<file path="config.mk">
export PLATFORM = sky130hd
export DESIGN_NAME = pico_control
export DESIGN_NICKNAME = d
export VERILOG_FILES = /design/src/rtl/pico_control.sv
export SDC_FILE = /design/constraint.sdc
export NUM_CORES = 1
export LEC_CHECK = 0
export BUFFER_PORTS_ARGS = -buffer_cell sky130_fd_sc_hd__buf_2
export CORE_ASPECT_RATIO = 1.1
export CORE_UTILIZATION = 55
export CTS_BUF_LIST = sky130_fd_sc_hd__clkbuf_2
export CTS_CLUSTER_DIAMETER = 120
export CTS_CLUSTER_SIZE = 14
export DETAILED_ROUTE_END_ITERATION = 16
export PLACE_DENSITY = 0.82
export SLEW_MARGIN = 20
export SYNTH_ARGS = -nofsm -noshare
export SYNTH_HDL_FRONTEND = slang
export SYNTH_SLANG_ARGS = --single-unit
export TNS_END_PERCENT = 50
</file>
<file path="constraint.sdc">
create_clock -name clk -period 2.7 [get_ports clk]
set_input_delay 0.54 -clock clk [delete_from_list [all_inputs] [get_ports clk]]
set_output_delay 0.54 -clock clk [all_outputs]
set_load 0.01 [all_outputs]
</file>
<file path="src/rtl/pico_control.sv">
// rtl/pico_control.sv - pico-MIPS multi-cycle fetch/execute controller (optional HALT via HALT_INSN_EN)
module pico_control #(
  parameter int N   = 8,
  parameter int PCW = 8,
  parameter int IW  = 18
) (
  input  logic           clk,
  input  logic           n_reset,
  input  logic [IW-1:0]  instr,
  input  logic           zf,
  input  logic           in_valid,
  output logic [PCW-1:0] pc,
  output logic [2:0]     func,
  output logic [2:0]     rd_addr,
  output logic [2:0]     rs_addr,
  output logic [N-1:0]   imm,
  output logic           imm_sel,
  output logic           reg_we,
  output logic           wr_sel,
  output logic           in_ready,
  output logic           halted
);

  localparam logic [2:0] RA = 3'd0, RB = 3'd1, RADD = 3'd2, RSUB = 3'd3,
                         RAND = 3'd4, ROR = 3'd5, RXOR = 3'd6, RMLT = 3'd7;

  typedef enum logic [2:0] {FETCH, EXEC, WB, WAIT_IN, HALT} state_t;

  state_t          state, state_nx;
  logic [IW-1:0]   ir;
  logic            taken;
  logic [3:0]      op;
  logic            is_halt;
  logic            writes;
  logic [PCW-1:0]  pc_nx;

  assign op      = ir[IW-1 -: 4];
  assign rd_addr = ir[IW-5 -: 3];
  assign rs_addr = ir[IW-8 -: 3];
  assign imm     = ir[N-1:0];
  assign writes  = (op >= 4'h1) && (op <= 4'hB);

`ifdef HALT_INSN_EN
  assign is_halt = (op == 4'h0) && (imm == N'(8'hFF));
`else
  assign is_halt = 1'b0;
`endif

  // Branch offsets are relative to the branch's own pc and wrap modulo 2^PCW.
  always_comb begin
    pc_nx = pc + PCW'(1);
    if (op == 4'hE)
      pc_nx = PCW'(imm);
    else if (taken)
      pc_nx = pc + PCW'($signed(imm));
  end

  always_ff @(posedge clk or negedge n_reset) begin
    if (!n_reset)
      state <= FETCH;
    else
      state <= state_nx;
  end

  always_comb begin
    state_nx = state;
    case (state)
      FETCH:   state_nx = EXEC;
      EXEC:    state_nx = (op == 4'hF) ? WAIT_IN : WB;
      WB:      state_nx = is_halt ? HALT : FETCH;
      WAIT_IN: state_nx = in_valid ? FETCH : WAIT_IN;
      HALT:    state_nx = HALT;
      default: state_nx = FETCH;
    endcase
  end

  always_comb begin
    func    = RA;
    imm_sel = 1'b0;
    case (op)
      4'h1: func = RADD;
      4'h2: begin func = RADD; imm_sel = 1'b1; end
      4'h3: func = RSUB;
      4'h4: begin func = RSUB; imm_sel = 1'b1; end
      4'h5: func = RAND;
      4'h6: func = ROR;
      4'h7: func = RXOR;
      4'h8: func = RMLT;
      4'h9: begin func = RMLT; imm_sel = 1'b1; end
      4'hA: begin func = RB; imm_sel = 1'b1; end
      4'hB: func = RB;
      4'hC, 4'hD: func = RSUB;
      default: func = RA;
    endcase
    in_ready = (state == WAIT_IN);
    wr_sel   = (state == WAIT_IN) && in_valid;
    reg_we   = ((state == WB) && writes) || ((state == WAIT_IN) && in_valid);
`ifdef HALT_INSN_EN
    halted   = (state == HALT);
`else
    halted   = 1'b0;
`endif
  end

  always_ff @(posedge clk or negedge n_reset) begin
    if (!n_reset) begin
      ir    <= '0;
      pc    <= '0;
      taken <= 1'b0;
    end else begin
      case (state)
        FETCH:   ir <= instr;
        EXEC:    taken <= ((op == 4'hC) && zf) || ((op == 4'hD) && !zf);
        WB:      if (!is_halt) pc <= pc_nx;
        WAIT_IN: if (in_valid) pc <= pc + PCW'(1);
        default: ;
      endcase
    end
  end

endmodule
</file>
## Word-level counts from Yosys, hierarchy flattened

Index checks and enable logic that the tools add are counted.

- Register bits after elaboration: 30
- Input port bits: 22
- Output and inout port bits: 30
- Word-level logic and storage cells: 53

- $add $sub $neg: 2
- Order comparisons: 2
- Equal/unequal tests: 20
- Muxes and demuxes: 9
- Reductions and logical operators: 16

Operators by type and width:

| kind | number |
|---|---|
| equality test 4 bit, second input constant | 8 |
| two-way mux 8 bit | 3 |
| one-hot mux 3 bit (7 select lines) | 1 |
| equality test 4 x 3 -> 1 bit, second input constant | 4 |
| one-hot mux 8 bit (2 select lines) | 1 |
| one-hot mux 3 bit (4 select lines) | 1 |
| adder 8 x 1 -> 8 bit, second input constant | 1 |
| adder 8 bit | 1 |
| equality test 4 x 2 -> 1 bit, second input constant | 2 |
| OR reduction 4 bit | 2 |
| equality test 3 x 2 -> 1 bit, second input constant | 2 |
| OR reduction 2 bit | 3 |
| logical AND 1 bit | 5 |
| equality test 4 x 1 -> 1 bit, second input constant | 1 |
| greater-or-equal comparator 4 x 1 -> 1 bit, second input constant | 1 |
| <= comparator 4 bit, second input constant | 1 |
| equality test 3 x 1 -> 1 bit, second input constant | 1 |
| equality test 3 bit, second input constant | 1 |
| logical NOT 3 bit | 1 |
| logical OR 1 bit | 2 |
| two-way mux 1 bit | 2 |
| two-way mux 2 bit | 1 |
| inequality test 2 bit, second input constant | 1 |
| AND reduction 2 bit | 1 |
| 2 further kinds | 2 |

## Logic depth before layout (Yosys ltp)

Gate-level depths: netlist (run 1).

- Depth in word-level cells: 4
- Gate-level depth with buffers: 7
- Mapped depth without buffers: 7

## Worst setup path before layout (run 1)

No wires, ideal clock.

- Kind: reg2reg
- From: register pc[0]
- To: register pc[4]
- Setup time: 0.135 ns
- Data arrival time: 1.864 ns
- Required time: 2.565 ns
- Slack: 0.701 ns
- Stages on the path, launching flop included: 8
- Path buffers: 0
- Period minus slack after synthesis: 1.999 ns
- Cells stage by stage: dfrtp_1 -> ha_1 -> fa_1 -> a21o_1 -> a211oi_1 -> nor3_1 -> a221oi_1 -> o22ai_1

- Cells in the longest elaborated chain, start to end: 4
- Elaborated cells on any way between the ends: 6
- Classes of those cells: add/sub: 2; mux: 4

Ends and longest elaborated chain:

| element | RTL line | source |
|---|---|---|
| from (decl) | 12 | `output logic [PCW-1:0] pc,` |
| from (signal assigned) | 114 | `WB: if (!is_halt) pc <= pc_nx;` |
| from (signal assigned) | 115 | `WAIT_IN: if (in_valid) pc <= pc + PCW'(1);` |
| adder 8 x 1 -> 8 bit / adder 8 bit (equally long branches) | 51, 115, 55 |  |
| two-way mux 8 bit | 54 | `else if (taken)` |
| two-way mux 8 bit | 52 | `if (op == 4'hE)` |
| one-hot mux 8 bit (2 select lines) * | 111 | `case (state)` |

Every way passes the cells marked *; elsewhere a longest branch is shown, timed or not. The select of a mux whose other input is x is not followed.
A chain may end at the register's enable or synchronous reset.

## Worst setup path after layout (run 1)

- From: register state[2]
- To: output reg_we

- Cells in the longest elaborated chain, start to end: 3
- Elaborated cells on any way between the ends: 5
- Classes of those cells: eq/ne: 2; reduce/logical: 3

Ends and longest elaborated chain:

| element | RTL line | source |
|---|---|---|
| from (decl) | 29 | `state_t state, state_nx;` |
| from (signal assigned) | 62 | `state <= state_nx;` |
| equality test 3 x 2 -> 1 bit | 97 | `reg_we = ((state == WB) && writes) \|\| ((state == WAIT_IN) && in_valid);` |
| logical AND 1 bit | 97 |  |
| logical OR 1 bit * | 97 |  |
| to (decl) | 18 | `output logic reg_we,` |

Every way passes the cells marked *; elsewhere a longest branch is shown, timed or not.

==> results of run 1 <==
flip-flops by register name, indices dropped and copies added (netlist names):
name and flops:
ir 18, pc 8, state 3, taken 1
worst max-delay path by stage:
stage | startpoint | endpoint | slack, ns | cells after the start
global route | state[2] | reg_we | 0.17 | 5
global placement | pc[0] | pc[6] | 0.65 | 7
detailed placement | pc[0] | pc[6] | 0.60 | 7
finish | state[2] | reg_we | 0.34 | 5
floorplan | pc[0] | pc[4] | 0.70 | 7
CTS | state[2] | reg_we | 0.33 | 5
power by group:
group / internal [W] / total (W) / switching [W]
logic: 0.000903 / 0.00189 / 0.000988
clock network: 0.0000590 / 0.000224 / 0.000165
registers: 0.000663 / 0.00101 / 0.000352
total: 0.00162 / 0.00313 / 0.00151
per-layer routing:
metal / up-vias / routed length (µm) / track usage / share of wire
met5: - / 0 / 0 / 0
met4: 0 / 63 / 0.1222 / 0.014
met3: 8 / 319 / 0.04598 / 0.069
met2: 78 / 2138 / 0.3859 / 0.46
met1: 856 / 2090 / 0.3354 / 0.45
li1: 896 / - / - / -
cells by family (layout without fill, tap and decap cells):
| logic type | count (synthesis) | count (layout) | share of synthesized area |
|---|---|---|---|
| AO/OA/AOI/OAI | 66 | 66 | 0.2007 |
| XOR/XNOR | 6 | 6 | 0.02465 |
| other | 1 | 1 | 0.001759 |
| AND/OR/NAND/NOR | 65 | 65 | 0.1643 |
| multiplexers | 18 | 18 | 0.09448 |
| adder cells (fa/ha/maj) | 9 | 9 | 0.05634 |
| buffers and inverters | 34 | 67 | 0.1056 |
| flip-flops | 30 | 30 | 0.3521 |
cell usage after synthesis (all sizes together), types with 2 or more instances:
master	n
xnor2	2
a21oi	19
nor4	3
o211ai	2
o21a	2
o21ai	15
nor3b	2
a21o	2
ha	8
or2	3
or3b	2
nor2	13
buf	19
nor3	6
nand2b	3
xor2	4
a211oi	4
o31a	2
nand3	7
a31oi	3
a211o	2
clkbuf	8
inv	7
and3	2
mux2	17
nand4b	2
nand2	17
o31ai	5
dfrtp	30
worst max-delay path: cells and delay by family (launching register included):
kind	cells	cell delay [ns]
DFF	1	0.48
and+or+nand+nor	2	0.48
buffers and inverters	2	0.34
AOI/OAI and AO/OA	1	0.15
final cells by class:
type,count,share of cell area
Sequential cell,30,0.3261
Inverter,7,0.01141
Tap cell,50,0.02717
Multi-Input combinational cell,165,0.5022
Clock inverter,3,0.007065
Timing Repair Buffer,52,0.1152
Clock buffer,5,0.01087
through the flow:
step                worst slack, ns  power, W  utilization  hold slack, ns  area [µm²]
global route                 0.1725  0.003414       0.6250          0.1962        2302
CTS                          0.3312  0.003123       0.6250          0.1948        2302
finish                       0.3399  0.003130       0.6250          0.1865        2302
global placement             0.6518  0.002836       0.6138          0.4858        2261
floorplan                    0.7008  0.002551            -          0.2444        2132
detailed placement           0.6017  0.002882       0.6138          0.4912        2261
==> results.rst, run 1 <==
.. list-table::
   :header-rows: 1

   * - Metric
     - Value
   * - Area of the placeable core
     - 0.003684 mm²
   * - Slowest stage cell on the critical path
     - sky130_fd_sc_hd__dfrtp_1
   * - Initial antenna violation count
     - 0
   * - Setup clock skew after layout
     - 0.01095 ns
   * - Register area share after synthesis
     - 0.3521
   * - Post-route non-filler standard cell count
     - roughly 310
   * - Min Tclk post-route
     - 2.360 ns
   * - Synth area leader
     - sky130_fd_sc_hd__dfrtp_1
   * - Total CTS buffers
     - 5
   * - Count of cells along the worst register-to-register path
     - 7
   * - Final period util
     - 0.8741
   * - Post-Synthesis Cells
     - 229
   * - Critical-path maximum fanout
     - 7
   * - Max IR drop VDD
     - roughly 0.73 mV
   * - Number of endpoints failing setup at the final stage
     - 0
   * - P_leak
     - approximately 1.0 nW
   * - Largest buffer count on any clock path
     - 2
   * - Worst setup slack for register-to-register paths
     - a little over 0.5 ns
   * - Setup repair after global routing missed its margin
     - false
   * - Violation count after the first detailed-routing iteration
     - 69
   * - Netlist Area Pre-Place
     - approximately 0.0021 mm²
   * - Launching element type of the critical path
     - flop
   * - Worst flop-to-flop path endpoint
     - pc[6]
   * - Number of nets in the synthesized netlist
     - 260
   * - Std cell rows
     - 23
   * - Most frequent cells in the layout
     - 50 x sky130_fd_sc_hd__buf_2, 30 x sky130_fd_sc_hd__dfrtp_1, 19 x sky130_fd_sc_hd__a21oi_1
   * - Crit end category
     - output pin
   * - Cts hold-fix bufs
     - 0
   * - Leading cell type in the layout, fill and taps excluded
     - sky130_fd_sc_hd__buf_2
   * - Arrival time at the worst endpoint
     - approximately 1.8 ns
   * - Average cell area after synthesis
     - slightly above 9 µm²
   * - Total routed wirelength
     - about 4600 µm
   * - Max frequency
     - 423.7 MHz
   * - Clock Pin Slew Worst Setup and Hold Paths
     - about 0.17 ns
   * - Sinks on the clock net
     - 30
   * - Source-to-sink clock delay at the later pin of the worst-skew pair
     - roughly 0.37 ns
   * - Starting density of the core
     - 0.5788
   * - Number of enable flip-flop cells after synthesis
     - 0
   * - Overall track demand over capacity in global routing
     - 0.2500
   * - Most common flop cell mapped by yosys
     - sky130_fd_sc_hd__dfrtp_1
   * - DPL Wire Length
     - 3278 µm
   * - Count of unique library cells instantiated by Yosys
     - 55
   * - Fraction of layout instances using a drive strength above 1
     - 0.3282
   * - Via count
     - 1,838
   * - Max capacitance violation total
     - 0
   * - Setup TNS after final layout
     - 0 ns
   * - Synth area leaders
     - sky130_fd_sc_hd__dfrtp_1 35%, sky130_fd_sc_hd__mux2_2 9.0%, sky130_fd_sc_hd__buf_4 5.3%
   * - Dpl cells
     - 304
   * - Root buf cell
     - sky130_fd_sc_hd__clkbuf_2
   * - Area added between synthesis and finish
     - 7.981%
   * - Chip Width
     - approximately 61 µm
   * - Power per standard cell area
     - 1359 mW/mm²
   * - Post-CTS Repair Setup Buffers
     - 0
   * - Area used by sequential logic in the layout
     - around 750 µm²
   * - Slew of the pin with the lowest slew margin
     - 0.6910 ns
   * - Number of ports placed on the die boundary
     - between 50 and 60
   * - First-pass GRT wire length
     - approximately 7600 µm
   * - CTS-repair resized insts
     - 0
   * - Path type of the worst min-delay path
     - in2async
   * - Area of combinational cells with multiple inputs
     - 0.001156 mm²
   * - CTS tree
     - yes
   * - Antenna Cells
     - 0
   * - ANT nets after route
     - 0
   * - Largest net degree at the start of global routing
     - 31
   * - Vias in the first global route
     - about 1,700
   * - Synth Warn #
     - 0
   * - Number of nets in the finished design
     - a little under 300
   * - Average wire per standard cell
     - about 15 µm
   * - Hold Vio Cnt, Final
     - 0
   * - Total grt overflow
     - 0
   * - Die area
     - ~0.0041 mm²
   * - Drt drc
     - 0
   * - Top cell type's share of synthesized area
     - 0.3521
   * - Number of storage elements in the synthesis netlist
     - 30
   * - Series of cell instances along the critical path
     - nand3b_2 > inv_2 > nand2_1 > a21oi_1 > buf_2
   * - Outcome
     - completed
   * - Number of input and output port buffers inserted
     - 50
   * - Post-synthesis async set-or-reset flop share
     - 1.000
   * - DR pass1 iterations
     - 4
   * - Final slew viol count
     - 0
   * - Longest individual stage delay on the worst path
     - around 0.48 ns
   * - Crit path required time
     - 2.16 ns
   * - Via count normalized by instance count
     - ~6
   * - Max_slew headroom
     - 0.5393
   * - Global placement routability congestion
     - a little over 0.9
   * - Maximum level of the CTS H-tree
     - 2
   * - Die extent in y
     - between 60 and 70 µm
   * - Setup CP Type
     - reg2out
   * - Launch point of the worst reg-to-reg path
     - pc[0]
   * - Fill cell instance count of the final layout
     - roughly 350
Note: power is estimated with default switching activity, not from simulation.
==> inputs of run 2 (changes only) <==
BUFFER_PORTS_ARGS = -buffer_cell sky130_fd_sc_hd__buf_4   (was -buffer_cell sky130_fd_sc_hd__buf_2)
CORE_ASPECT_RATIO = 1.2   (was 1.1)
==> run 2 against run 1 <==
Combinational power grew 7%. Global-route usage is essentially flat. Register-to-register slack better by 0.06 ns. Sequential share of layout area fell by 1.7 points. Die area barely moved. Worst setup slack worse by 0.026 ns. Hold slack worse by 0.13 ns. Total power grew 4.2%. Utilization is 3.8 points higher. Non-clock buffer count did not move. Largest power group unchanged. Highest routed layer unchanged.
==> results.rst, run 2 (same netlist as run 1, synthesis figures left out) <==
.. list-table::
   :header-rows: 1

   * - Metric
     - Value
   * - Antenna Cells
     - 0 (unchanged)
   * - Starting density of the core
     - 0.5820 (+0.003163)
   * - Total routed wirelength
     - 4601 µm (-0.22%)
   * - Total CTS buffers
     - 5 (unchanged)
   * - First-pass GRT wire length
     - 7728 µm (+2.2%)
   * - Largest registers
     - ir: 18 flops, pc: 8 flops, state: 3 flops
   * - DPL Wire Length
     - 3379 µm (+3.1%)
   * - Number of input and output port buffers inserted
     - 50 (unchanged)
   * - Max IR drop VDD
     - 0.6355 mV (-13%)
   * - ANT nets after route
     - 0 (unchanged)
   * - Worst Setup Slack, final
     - 0.3140 ns (-0.02592 ns)
   * - Clock Pin Slew Worst Setup and Hold Paths
     - 0.16 ns (about the same)
   * - Setup repair after global routing missed its margin
     - false
   * - Critical-path maximum fanout
     - 7 (unchanged)
   * - Max frequency
     - 419.1 MHz (-1.1%)
   * - Max capacitance violation total
     - 0 (unchanged)
   * - Post-CTS Repair Setup Buffers
     - 0 (unchanged)
   * - Top Family by Delay on Critical Path
     - simple AND/OR/NAND/NOR gates
   * - Setup TNS after final layout
     - 0 ns (unchanged)
   * - Largest Register
     - ir
   * - Chip Width
     - 58.84 µm (-4.1%)
   * - Final period util
     - 0.8837 (+0.009598)
   * - Sinks on the clock net
     - 30 (unchanged)
   * - Std cell rows
     - 24 (+4.3%)
   * - Min Tclk post-route
     - 2.386 ns (+0.02591 ns)
   * - Final slew viol count
     - 0 (unchanged)
   * - Leading cell type in the layout, fill and taps excluded
     - sky130_fd_sc_hd__buf_4
   * - Area added between synthesis and finish
     - 13.85%
   * - Longest individual stage delay on the worst path
     - 0.47 ns (about the same)
   * - Drt drc
     - 0 (unchanged)
   * - Fill cell instance count of the final layout
     - 334 (-4.8%)
   * - Most frequent cells in the layout
     - 52 x sky130_fd_sc_hd__buf_4, 30 x sky130_fd_sc_hd__dfrtp_1, 19 x sky130_fd_sc_hd__a21oi_1
   * - Comb power frac
     - 0.620 (+0.016)
   * - Internal power of the cells
     - 0.001757 W (+8.1%)
   * - Die extent in y
     - 70.21 µm (+4.3%)
   * - Largest net degree at the start of global routing
     - 31 (unchanged)
   * - Buffering stage count on the worst path with inverters included
     - 2 (unchanged)
   * - Outcome
     - completed
   * - Initial antenna violation count
     - 0 (unchanged)
   * - Series of cell instances along the critical path
     - nand3b_2 > inv_2 > nand2_1 > a21oi_1 > buf_4
   * - Violation count after the first detailed-routing iteration
     - 90 (+30%)
   * - Cts hold-fix bufs
     - 0 (unchanged)
   * - Largest register FFs
     - 18 (unchanged)
   * - Area of the placeable core
     - 0.003664 mm² (-0.54%)
   * - Setup Slack @ Placement
     - 0.6112 ns (+0.009476 ns)
   * - Switching power total
     - 0.001504 W (-0.10%)
   * - Setup clock skew after layout
     - 0.01724 ns (+0.006294 ns)
   * - P_leak
     - 1.085 nW (+4.1%)
   * - Hold Vio Cnt, Final
     - 0 (unchanged)
   * - Post-detailed-placement cell area
     - 0.002389 mm² (+5.6%)
   * - CTS tree
     - yes
   * - Global placement routability congestion
     - 0.8956 (-1.2%)
   * - Setup CP Type
     - reg2out
   * - Number of ports placed on the die boundary
     - 52 (unchanged)
   * - Via count
     - 1,829 (-0.49%)
   * - Overall track demand over capacity in global routing
     - 0.2499 (about the same)
   * - Switching fraction of total power
     - 0.4613 (-0.01977)
   * - Crit path required time
     - 2.16 ns (about the same)
   * - Die area
     - 0.004131 mm² (about the same)
   * - Path type of the worst min-delay path
     - in2async
   * - Cell area after layout
     - 0.002427 mm² (+5.4%)
   * - Total grt overflow
     - 0 (unchanged)
   * - Arrival time at the worst endpoint
     - 1.85 ns (+0.03 ns)
   * - Power consumption
     - 0.003261 W (+4.2%)
   * - Fraction of layout instances using a drive strength above 1
     - 0.3282 (unchanged)
   * - Max_slew headroom
     - 0.6566 (+0.1173)
   * - CTS-repair resized insts
     - 0 (unchanged)
   * - Slowest stage cell on the critical path
     - sky130_fd_sc_hd__dfrtp_1
   * - Via count normalized by instance count
     - 5.825 (-1.1%)
   * - Root buf cell
     - sky130_fd_sc_hd__clkbuf_2
   * - Number of nets in the finished design
     - 292 (unchanged)
   * - Launching element type of the critical path
     - flop
   * - Register share of total power
     - 0.313 (-0.011)
   * - Largest buffer count on any clock path
     - 2 (unchanged)
   * - DR pass1 iterations
     - 4 (unchanged)
   * - Clock power share
     - 0.068 (-0.004)
   * - Power per standard cell area
     - 1343 mW/mm² (-1.2%)
   * - Vias in the first global route
     - 1,676 (unchanged)
   * - Maximum level of the CTS H-tree
     - 2 (unchanged)
   * - Average wire per standard cell
     - 14.65 µm (-0.85%)
   * - Source-to-sink clock delay at the later pin of the worst-skew pair
     - 0.37 ns (about the same)
   * - Crit end category
     - output pin
   * - Slew of the pin with the lowest slew margin
     - 0.5131 ns (-0.1779 ns)
   * - Number of endpoints failing setup at the final stage
     - 0 (unchanged)
==> run 2: cell count changes in the layout (fill, tap and decap cells not counted) <==
cell / change
sky130_fd_sc_hd__clkinvlp_4: -1
sky130_fd_sc_hd__buf_4: +50
sky130_fd_sc_hd__clkbuf_2: +1
sky130_fd_sc_hd__buf_2: -50
==> run 2: cell type report <==
cell class | count | area [µm²] | area share
clock buffers | 6 | 30.03 | 0.01237
clock inverters | 2 | 8.758 | 0.003608
inverters | 7 | 26.28 | 0.01082
multi-input cells | 165 | 1156 | 0.4763
flip-flops and latches | 30 | 750.7 | 0.3093
well taps | 52 | 65.06 | 0.02680
repair buffers | 52 | 390.4 | 0.1608
==> run 2: routing by layer <==
metal / GRT usage / vias to the layer above / share of wire / wire length (µm)
met3: 0.06111 / 18 / 0.065 / 301
met2: 0.3952 / 66 / 0.49 / 2237
li1: - / 893 / - / -
met1: 0.3185 / 852 / 0.42 / 1938
met4: 0.1111 / 0 / 0.027 / 123
met5: 0 / - / 0 / 0
==> run 2: worst paths after layout <==
path / from / to / slack (ns) / depth (start not counted)
min: n_reset / state[1] / 0.06 / 1
min reg2reg: ir[13] / ir[13] / 0.53 / 1
min in group clk: in_valid / state[1] / 0.32 / 2
max reg2reg: pc[5] / pc[7] / 0.57 / 6
max in group asynchronous: n_reset / pc[7] / 2.35 / 1
max: state[2] / reg_we / 0.31 / 5
==> run 2: worst register-to-register path, delay by kind of cell, from the launching register on <==
kind	cells	cell delay, ns
and+or+nand+nor	3	0.67
DFF	1	0.48
adders and majority gates	1	0.46
AOI/OAI and AO/OA	2	0.44
==> run 2: stage by stage <==
step                utilization  hold WS (ns)  instances
floorplan                     -        0.2444        229
global placement         0.6520        0.4920        306
detailed placement       0.6520        0.4980        306
CTS                      0.6626       0.05771        314
global route             0.6626       0.06327        314
finish                   0.6626       0.06006        314
==> run 2: power by group through the flow <==
stage | sequential (W) | clock, W | combinational, W
final | 0.00102 | 0.000221 | 0.00202
after global routing | 0.00106 | 0.000251 | 0.00224
after CTS | 0.00102 | 0.000231 | 0.00202
after detailed placement | 0.00103 | 0 | 0.00201
after global placement | 0.00102 | 0 | 0.00197
after floorplan | 0.000865 | 0 | 0.00169
==> inputs of run 3 (changes only) <==
REMOVE_ABC_BUFFERS = 1   (was default)
==> run 3 against run 2 <==
Sequential power about the same. Global-route usage about the same. Design area is 0.10% higher. Flip-flop and latch count unchanged. Highest routed layer unchanged. Combinational power about the same. Via count decreased by 1.4%. Clock power is essentially flat. Hold slack gained 0.016 ns.
==> results.rst, run 3 (same netlist as run 1, synthesis figures left out) <==
.. list-table::
   :header-rows: 1

   * - Metric
     - Value
   * - Clock Pin Slew Worst Setup and Hold Paths
     - 0.16 ns (about the same)
   * - Number of ports placed on the die boundary
     - 52 (unchanged)
   * - Die area
     - 0.004131 mm² (unchanged)
   * - Number of endpoints failing setup at the final stage
     - 0 (unchanged)
   * - Leading cell type in the layout, fill and taps excluded
     - sky130_fd_sc_hd__buf_4
   * - Worst Setup SP
     - state[2]
   * - Number of nets in the finished design
     - 292 (unchanged)
   * - Vias in the first global route
     - 1,772 (+5.7%)
   * - Final slew viol count
     - 0 (unchanged)
   * - Logic depth of the worst setup path including buffers
     - 5 (unchanged)
   * - Count of cells along the worst register-to-register path
     - 7 (+1)
   * - Crit end category
     - output pin
   * - Largest registers
     - ir: 18 flops, pc: 8 flops, state: 3 flops
   * - Max frequency
     - 424.9 MHz (+1.4%)
   * - Largest Register
     - ir
   * - Die extent in y
     - 70.21 µm (unchanged)
   * - Largest net degree at the start of global routing
     - 31 (unchanged)
   * - Setup clock skew after layout
     - 0.006147 ns (-0.01110 ns)
   * - Total CTS buffers
     - 5 (unchanged)
   * - Most frequent cells in the layout
     - 52 x sky130_fd_sc_hd__buf_4, 30 x sky130_fd_sc_hd__dfrtp_1, 19 x sky130_fd_sc_hd__a21oi_1
   * - CTS tree
     - yes
   * - Total grt overflow
     - 0 (unchanged)
   * - CTS-repair resized insts
     - 0 (unchanged)
   * - Source-to-sink clock delay at the later pin of the worst-skew pair
     - 0.36 ns (about the same)
   * - Average wire per standard cell
     - 14.49 µm (-1.1%)
   * - Crit path required time
     - 2.16 ns (about the same)
   * - Setup repair after global routing missed its margin
     - false
   * - Critical-path maximum fanout
     - 7 (unchanged)
   * - Overall track demand over capacity in global routing
     - 0.2503 (+0.0003833)
   * - DPL Wire Length
     - 3308 µm (-2.1%)
   * - Launching element type of the critical path
     - flop
   * - Area of the placeable core
     - 0.003664 mm² (unchanged)
   * - Global placement routability congestion
     - 0.8867 (-0.99%)
   * - Largest register FFs
     - 18 (unchanged)
   * - Violation count after the first detailed-routing iteration
     - 84 (-6.7%)
   * - Outcome
     - completed
   * - Buffering stage count on the worst path with inverters included
     - 2 (unchanged)
   * - Longest individual stage delay on the worst path
     - 0.48 ns (about the same)
   * - Arrival time at the worst endpoint
     - 1.81 ns (-0.04 ns)
   * - Final period util
     - 0.8716 (-0.01208)
   * - Drt drc
     - 0 (unchanged)
   * - Slowest stage cell on the critical path
     - sky130_fd_sc_hd__dfrtp_1
   * - Series of cell instances along the critical path
     - nand3b_2 > inv_2 > nand2_1 > a21oi_1 > buf_4
   * - Cts hold-fix bufs
     - 0 (unchanged)
   * - Capturing instance or port of the critical path
     - reg_we
   * - Via count normalized by instance count
     - 5.745 (-1.4%)
   * - ANT nets after route
     - 0 (unchanged)
   * - Maximum level of the CTS H-tree
     - 2 (unchanged)
   * - Total routed wirelength
     - 4550 µm (-1.1%)
   * - Max IR drop VDD
     - 0.6436 mV (+1.3%)
   * - Via count
     - 1,804 (-1.4%)
   * - Starting density of the core
     - 0.5820 (unchanged)
   * - Power consumption
     - 0.003256 W (-0.15%)
   * - Fraction of layout instances using a drive strength above 1
     - 0.3282 (unchanged)
   * - Root buf cell
     - sky130_fd_sc_hd__clkbuf_2
   * - Number of input and output port buffers inserted
     - 50 (unchanged)
   * - Worst setup slack for register-to-register paths
     - 0.58 ns (about the same)
   * - Chip Width
     - 58.84 µm (unchanged)
   * - Setup CP Type
     - reg2out
   * - Sinks on the clock net
     - 30 (unchanged)
   * - Fill cell instance count of the final layout
     - 321 (-3.9%)
   * - Area added between synthesis and finish
     - 13.97%
   * - Post-CTS Repair Setup Buffers
     - 0 (unchanged)
   * - First-pass GRT wire length
     - 7948 µm (+2.8%)
   * - P_leak
     - 1.081 nW (-0.37%)
   * - DR pass1 iterations
     - 4 (unchanged)
   * - Antenna Cells
     - 0 (unchanged)
   * - Std cell rows
     - 24 (unchanged)
   * - Min Tclk post-route
     - 2.353 ns (-0.03260 ns)
   * - Path type of the worst min-delay path
     - in2async
   * - Top Family by Delay on Critical Path
     - flip-flops
   * - Power per standard cell area
     - 1340 mW/mm² (-0.25%)
   * - Worst flop-to-flop path endpoint
     - pc[6]
   * - Largest buffer count on any clock path
     - 2 (unchanged)
   * - Launch point of the worst reg-to-reg path
     - pc[0]
   * - Setup TNS after final layout
     - 0 ns (unchanged)
   * - Hold Vio Cnt, Final
     - 0 (unchanged)
   * - Max capacitance violation total
     - 0 (unchanged)
   * - Initial antenna violation count
     - 0 (unchanged)
run 3: worst min-delay path by stage:
stage | start | to | slack, ns | cells after the start
2_1_floorplan | n_reset | ir[0] | 0.24 | 0
3_3_place_gp | n_reset | ir[11] | 0.49 | 1
3_5_place_dp | n_reset | pc[0] | 0.49 | 1
4_1_cts | n_reset | ir[11] | 0.07 | 1
5_1_grt | n_reset | ir[12] | 0.08 | 1
6_report | n_reset | pc[0] | 0.08 | 1
run 3: through the flow:
step	utilization	cells	hold slack (ns)	setup WS, ns	cell area (µm²)
floorplan	-	202	0.2444	0.7007	1933
global placement	0.6520	306	0.4921	0.6460	2389
detailed placement	0.6520	306	0.4946	0.6388	2389
CTS	0.6633	314	0.06701	0.3459	2430
global route	0.6633	314	0.07915	0.2481	2430
finish	0.6633	314	0.07608	0.3466	2430
run 3: cell type report:
cell class,instances,area (µm²),area share
Inverter,7,26.28,0.01081
Timing Repair Buffer,52,390.4,0.1607
Multi-Input combinational cell,165,1156,0.4758
Tap cell,52,65.06,0.02678
Sequential cell,30,750.7,0.3090
Clock inverter,3,16.27,0.006694
Clock buffer,5,25.02,0.01030
run 3: layer usage:
layer / vias up / share of wire / GRT usage / wire, µm
met5: - / 0 / 0 / 0
met4: 0 / 0.017 / 0.1032 / 78
met3: 9 / 0.054 / 0.05926 / 245
met2: 63 / 0.47 / 0.3927 / 2150
met1: 842 / 0.46 / 0.3269 / 2075
li1: 890 / - / - / -
run 3: where the power goes:
part | internal (W) | switching, W | leakage (nW)
clock network | 0.0000590 | 0.000161 | 0.0264
registers | 0.000663 | 0.000359 | 0.360
logic | 0.00103 | 0.000988 | 0.694
total | 0.00175 | 0.00151 | 1.08
